## config.mk

```make
export PLATFORM = sky130hd
export DESIGN_NAME = pl_hazard_ctrl
export DESIGN_NICKNAME = d
export VERILOG_FILES = /design/src/rtl/pl_hazard_ctrl.sv
export SDC_FILE = /design/constraint.sdc
export NUM_CORES = 1
export LEC_CHECK = 0
export BUFFER_PORTS_ARGS = -buffer_cell sky130_fd_sc_hd__buf_4
export CAP_MARGIN = 20
export CORE_AREA = 2 2 56 63
export DETAILED_ROUTE_END_ITERATION = 7
export DIE_AREA = 0 0 58 65
export PLACE_DENSITY = 0.82
export SYNTH_ARGS = -nofsm -noshare
export SYNTH_HDL_FRONTEND = slang
export SYNTH_SLANG_ARGS = --single-unit
```

## constraint.sdc

```tcl
create_clock -name clk -period 5.2 [get_ports clk]
set_input_delay 0.78 -clock clk [delete_from_list [all_inputs] [get_ports clk]]
set_output_delay 0.78 -clock clk [all_outputs]
set_load 0.01 [all_outputs]
```

## src/rtl/pl_hazard_ctrl.sv

```systemverilog
`default_nettype none
// +--------------------------------------------------------------------------+
// | Module   : pl_hazard_ctrl                                                |
// | Purpose  : Hazard/stall controller for a five-stage RISC-V pipeline.     |
// |            Generates E-stage forwarding selects, hold (Stall*) and       |
// |            clear (Flush*) controls for the pipeline registers, sequences |
// |            variable-latency M-stage memory accesses through a small wait |
// |            FSM and keeps a saturating count of fetch-stall cycles.       |
// | Ports    : clk, rst_n (async, active-low)                                |
// |            Rs1D/Rs2D, Rs1E/Rs2E/RdE, RdM/RdW   register specifiers       |
// |            RegWriteM/RegWriteW, ResultSrcE, PCSrcE  control from stages  |
// |            MemReqM/MemReadyM                    data-memory handshake    |
// |            ForwardAE/ForwardBE                  forwarding selects       |
// |            StallF/D/E/M, FlushD/E/W             register en/clr controls |
// |            MemErr                               sticky timeout flag      |
// |            StallCnt                             saturating stall count   |
// | Config   : HAZ_MEM_TIMEOUT_EN enables the memory timeout / ERR state.    |
// | Revision : 1.0 - initial release                                         |
// +--------------------------------------------------------------------------+
module pl_hazard_ctrl #(
  parameter int TIMEOUT_CYCLES = 255,
  parameter int CNT_W          = 16
) (
  input  logic             clk,
  input  logic             rst_n,
  input  logic [4:0]       Rs1D,
  input  logic [4:0]       Rs2D,
  input  logic [4:0]       Rs1E,
  input  logic [4:0]       Rs2E,
  input  logic [4:0]       RdE,
  input  logic [4:0]       RdM,
  input  logic [4:0]       RdW,
  input  logic             RegWriteM,
  input  logic             RegWriteW,
  input  logic [1:0]       ResultSrcE,
  input  logic             PCSrcE,
  input  logic             MemReqM,
  input  logic             MemReadyM,
  output logic [1:0]       ForwardAE,
  output logic [1:0]       ForwardBE,
  output logic             StallF,
  output logic             StallD,
  output logic             StallE,
  output logic             StallM,
  output logic             FlushD,
  output logic             FlushE,
  output logic             FlushW,
  output logic             MemErr,
  output logic [CNT_W-1:0] StallCnt
);

  localparam logic [1:0] LOAD_SRC    = 2'b01;
  localparam logic [7:0] WAIT_MAX    = 8'hFF;
  localparam logic [7:0] TIMEOUT_LIM = 8'(TIMEOUT_CYCLES);

  typedef enum logic [1:0] {
    S_IDLE = 2'd0,
    S_WAIT = 2'd1,
    S_ERR  = 2'd2
  } state_e;

  state_e           state_q;
  logic [7:0]       wait_cnt_q;
  logic [CNT_W-1:0] stall_cnt_q;
  logic [CNT_W-1:0] stall_cnt_d;
  logic             mem_stall;
  logic             lw_stall;

  // ---------------------------------------------------------------------
  // Forwarding: the younger producer (M) wins over the older one (W).
  // ---------------------------------------------------------------------
  always_comb begin
    ForwardAE = 2'b00;
    if (RegWriteM && (RdM != 5'd0) && (RdM == Rs1E))
      ForwardAE = 2'b10;
    else if (RegWriteW && (RdW != 5'd0) && (RdW == Rs1E))
      ForwardAE = 2'b01;
  end

  always_comb begin
    ForwardBE = 2'b00;
    if (RegWriteM && (RdM != 5'd0) && (RdM == Rs2E))
      ForwardBE = 2'b10;
    else if (RegWriteW && (RdW != 5'd0) && (RdW == Rs2E))
      ForwardBE = 2'b01;
  end

  // ---------------------------------------------------------------------
  // Memory stall. In WAIT the stall drops in the very cycle MemReadyM
  // rises so the M instruction advances on the next edge; a k-cycle
  // wait therefore costs exactly k stall cycles.
  // ---------------------------------------------------------------------
  always_comb begin
    mem_stall = 1'b0;
    case (state_q)
      S_WAIT:  mem_stall = !MemReadyM;
      S_ERR:   mem_stall = 1'b1;
      default: mem_stall = MemReqM && !MemReadyM;
    endcase
  end

  // A taken branch squashes the dependent instruction anyway, so no
  // load-use bubble is needed then; a memory stall freezes everything.
  assign lw_stall = !mem_stall && !PCSrcE && (ResultSrcE == LOAD_SRC) &&
                    (RdE != 5'd0) && ((RdE == Rs1D) || (RdE == Rs2D));

  assign StallF = mem_stall || lw_stall;
  assign StallD = mem_stall || lw_stall;
  assign StallE = mem_stall;
  assign StallM = mem_stall;
  // A branch seen during a memory stall stays held in E and is acted on
  // once the stall clears.
  assign FlushD = PCSrcE && !mem_stall;
  assign FlushE = (lw_stall || PCSrcE) && !mem_stall;
  // Bubble into W so the held M instruction is not written back twice.
  assign FlushW = mem_stall;

  assign StallCnt    = stall_cnt_q;
  assign stall_cnt_d = (StallF && (stall_cnt_q != {CNT_W{1'b1}})) ?
                       stall_cnt_q + CNT_W'(1) : stall_cnt_q;

`ifdef HAZ_MEM_TIMEOUT_EN
  logic mem_err_q;
  assign MemErr = mem_err_q;
`else
  logic unused_timeout;
  assign MemErr         = 1'b0;
  assign unused_timeout = ^TIMEOUT_LIM;
`endif

  // ---------------------------------------------------------------------
  // Memory wait FSM, wait counter, error flag and stall counter.
  // ---------------------------------------------------------------------
  always_ff @(posedge clk or negedge rst_n) begin
    if (!rst_n) begin
      state_q     <= S_IDLE;
      wait_cnt_q  <= 8'd0;
      stall_cnt_q <= '0;
`ifdef HAZ_MEM_TIMEOUT_EN
      mem_err_q   <= 1'b0;
`endif
    end else begin
      stall_cnt_q <= stall_cnt_d;
      case (state_q)
        S_IDLE: begin
          if (MemReqM && !MemReadyM) begin
            state_q    <= S_WAIT;
            wait_cnt_q <= 8'd1;
          end
        end
        S_WAIT: begin
          if (MemReadyM) begin
            state_q <= S_IDLE;
`ifdef HAZ_MEM_TIMEOUT_EN
          end else if (wait_cnt_q == TIMEOUT_LIM) begin
            state_q   <= S_ERR;
            mem_err_q <= 1'b1;
`endif
          end else if (wait_cnt_q != WAIT_MAX) begin
            wait_cnt_q <= wait_cnt_q + 8'd1;
          end
        end
        // ERR is left only through rst_n.
        S_ERR:   state_q <= S_ERR;
        default: state_q <= S_IDLE;
      endcase
    end
  end

endmodule
`default_nettype wire

```

# [Word-level counts from Yosys, hierarchy flattened]
# Index checks and enable logic that the tools add are counted.
[totals] ff_bits=18 latchBits=0 ramBits=0 mem_bits_ro=0 inputBits=44 out_inout_bits=28 memories=0
[classes] addsub=1 mul=0 div=0 n_lt_le_gt_ge=0 n_eq_ne=12 shift=0 n_mux=8 n_bitwise=0 reduce_logical=25
[op_table] cell="equality test 5 bit" n=6
[op_table] cell="adder 16 x 1 -> 16 bit (second input constant)" n=1
[op_table] cell="inequality test 16 bit (second input constant)" n=1
[op_table] cell="nonzero test 5 bit" n=3
[op_table] cell="logical AND 1 bit" n=14
[op_table] cell="two-way mux 2 bit" n=4
[op_table] cell="case mux 2 bit (3 select lines)" n=1
[op_table] cell="equality test 2 x 1 -> 1 bit (second input constant)" n=2
[op_table] cell="inequality test 2 bit (second input constant)" n=2
[op_table] cell="logical NOT 1 bit" n=3
[op_table] cell="logical OR 1 bit" n=3
[op_table] cell="equality test 2 bit (second input constant)" n=1
[op_table] cell="logical NOT 2 bit" n=1
[op_table] cell="two-way mux 1 bit" n=2
[op_table] cell="case mux 1 bit (2 select lines)" n=1
[op_table] cell="AND reduction 2 bit" n=1

# [Logic depth before layout (Yosys ltp)]
[logic_depth] ltp_word=10 depth_mapped=9

# [Worst setup path before layout]
# Ideal clock, no wire load.
[synth_path] path_type="input port to output port" start="input port RdE[1]" end="output port StallF" t_arrival_ps=2094 slack_ps=2326 cell_stages=7 n_path_buf=2 path_cell_list="or4_1 > nor2_2 > nor4b_4 > a21oi_4 > buf_6 > inv_1 > buf_4"
[synth_via] elab_chain_len=4
[synth_rtl] item="from (decl)" line_no="30" source="input logic [4:0] RdE,"
[synth_rtl] item="equality test 5 bit or nonzero test 5 bit (tied branches)" line_no="105" source="(RdE != 5'd0) && ((RdE == Rs1D) || (RdE == Rs2D));"
[synth_rtl] item="logical OR 1 bit or logical AND 1 bit (tied branches)" line_no="105, 104"
[synth_rtl] item="logical AND 1 bit *" line_no="105"
[synth_rtl] item="logical OR 1 bit *"
[synth_rtl] item="to (decl)" line_no="41" source="output logic StallF,"
# Every way passes the cells marked *; elsewhere a longest branch is shown, timed or not.

# [Worst setup path in the final report]
[layout_path] start="input port RdE[1]" end="output port StallD"
[layout_via] elab_chain_len=4
[layout_rtl] item="equality test 5 bit or nonzero test 5 bit (tied branches)" line_no="105"
[layout_rtl] item="logical OR 1 bit or logical AND 1 bit (tied branches)" line_no="105, 104"
[layout_rtl] item="logical AND 1 bit *" line_no="105"
[layout_rtl] item="logical OR 1 bit *" line_no="108" source="assign StallD = mem_stall || lw_stall;"
[layout_rtl] item="to (decl)" line_no="42" source="output logic StallD,"
# Marked as above.

==> metrics.cfg <==
[logic_synthesis]
yosysSeqAreaShare=0.303
synth_async_sr_flop_share=1.00
yosysWarnings=0
synth.distinct_cells=42
netlist_area_sq_um=1490
syn_inst=159
synth-edff-count=0
ys_ff_latch=18
ys.flop_type=dfrtp_1
syn_avg_cell_area_sq_um=9.36
syn_nets=207

[worst_setup_path]
start_kind=input port
required_ps=4420
critical_path.max_fanout=16
r2r-start=state_q[1]$_DFFE_PN0P_
cp.arrival_ps=2310
crit_type=in2out
crit_start=RdE[1]
end_kind=output pin

[clock_tree]
clock_latency_ps=280
clkSinkCount=18
max-clock-path-buffers=2
hold_buffers=0
cts_buffers=3
cts_root_buf=clkbuf_4
cts_resized=0
htreeDepth=1
cts_setup_buffers=0
cts_tree=built
clk_pin_slew_ps=100

[global_route]
antenna_found_initial=0
grt_pass1_wl_um=5570
first_global_vias=1292
grt_max_degree=19
grtUsageTotal=0.183
grt.overflow.total=0

[sta]
min_period_ps=3090
drv_slew=0
rsz0062_at_grt=false
max_slew_margin=0.609
fin_crit_sh=0.595
finalSetupTns_ps=0
setup_viol_count_final=0
hold_viol=0
skew_ps=2.08
fmax_mhz=323
fin_ws_ps=2110
worstMarginPinSlew_ps=583

[layout]
final_common_cell=buf_4
fin_nets=277
insertedDiodeCount=0
multiInputGateArea_sq_um=971
seq_area_sq_um=450
final_cell_mix=buf_4, xor2_1, dfrtp_1, xnor2_1, nand2_1
area_growth_syn_to_layout_pct=38.0
drive_gt1_frac=0.382
nFillCells=282

[placement]
port_buffers=70
place_ws_ps=2120
routabilityCongestion=0.805
dp_hpwl_um=2810

[power_and_ir_drop]
power.leakage_nw=0.892
power_density_nw_per_um2=325
vdd_drop_max_v=0.000301

[routing]
drc_errors=0
viasPerCell=5.20
drt_iter0_drc=24
first_pass_iters=4
vias=1372
routed_wl_um=3360
drt-wirelength-per-cell_um=12.7
antenna_left=0

[floorplan]
initial_core_util=0.466
core-area_sq_um=3190
io_pins=72
fp-row-count=22
die_h_um=65
die_width_um=58
die_area_sq_um=3770

[min_path]
hold_class=in2async

[status]
status=finished, final reports clean

[run]
cap_viol_max_count=0

==> layout make-up <==
| type | count | area share |
|---|---|---|
| Multi-Input combinational cell | 129 | 0.473 |
| Timing Repair Buffer | 70 | 0.256 |
| Sequential cell | 18 | 0.219 |
| Tap cell | 36 | 0.0219 |
| Clock buffer | 4 | 0.0177 |
| Inverter | 7 | 0.0128 |
==> stage by stage <==
step / power (mW) / utilization / hold WS [ps] / cells / area, sq um
floorplan: 0.463 / - / 484 / 159 / 1490
global placement: 0.582 / 0.632 / 499 / 260 / 2020
detailed placement: 0.591 / 0.632 / 494 / 260 / 2020
CTS: 0.676 / 0.643 / 344 / 264 / 2050
global route: 0.724 / 0.643 / 341 / 264 / 2050
finish: 0.668 / 0.643 / 342 / 264 / 2050
==> path summary, 6_finish.rpt <==
path                            cells past startpoint  slack, ps                       end
worst min-delay path                                1        340   StallCnt[0]$_DFFE_PN0P_
worst min register to register                      1        510  StallCnt[10]$_DFFE_PN0P_
worst max register to register                      8       2880   StallCnt[1]$_DFFE_PN0P_
worst max-delay path                                7       2110                    StallD
max in group asynchronous                           1       4670  StallCnt[14]$_DFFE_PN0P_
min in group clk                                    1        510  StallCnt[10]$_DFFE_PN0P_
==> registers in the layout, indices dropped and copies added, names as in the netlist <==
register and flops:
state_q 2, StallCnt 16
==> critical path, cell delays in order <==
cell and delay (ps):
buf_4 120, or4_1 530, nor2_2 140, nor4b_4 80, a21oi_4 380, inv_1 110
buf_4 160
==> cells by family (layout without fill, tap and decap cells) <==
logic type                 Yosys count  count (layout)  share of synthesized area
other                                1               1                    0.00252
buffers and inverters               12              81                     0.0454
AOI/OAI and AO/OA                   18              18                     0.0916
DFF                                 18              18                      0.303
and+or+nand+nor                     62              62                      0.260
xor gates and xnor gates            40              40                      0.235
muxes                                4               4                     0.0294
adders and majority gates            4               4                     0.0336
==> per-layer routing <==
| metal | track usage | share of wire |
|---|---|---|
| met1 | 0.213 | 0.39 |
| met2 | 0.352 | 0.53 |
| met3 | 0.0279 | 0.070 |
| met4 | 0.0262 | 0.0048 |
| met5 | 0 | 0 |
==> where the power goes <==
group	leakage, nW	internal (mW)	total (mW)	switching [mW]
logic	0.667	0.187	0.379	0.192
clock network	0.0210	0.0425	0.0818	0.0392
registers	0.204	0.173	0.207	0.0347
total	0.892	0.402	0.668	0.266
==> Yosys cell counts (3+ instances only) <==
cell | n | area (sq um)
xor2_1 | 22 | 193
dfrtp_1 | 18 | 450
xnor2_1 | 18 | 158
nand2_1 | 13 | 48.8
nand3_1 | 8 | 40.0
inv_1 | 7 | 26.3
nor4_1 | 7 | 43.8
nor2_1 | 6 | 22.5
o21ai_0 | 5 | 25.0
or4_1 | 5 | 37.5
buf_4 | 4 | 30.0
ha_1 | 4 | 50.1
nor3_1 | 4 | 20.0
a21oi_1 | 3 | 15.0
nor4_2 | 3 | 37.5
o32ai_1 | 3 | 26.3
No activity file was read; power rests on OpenSTA's default activity.
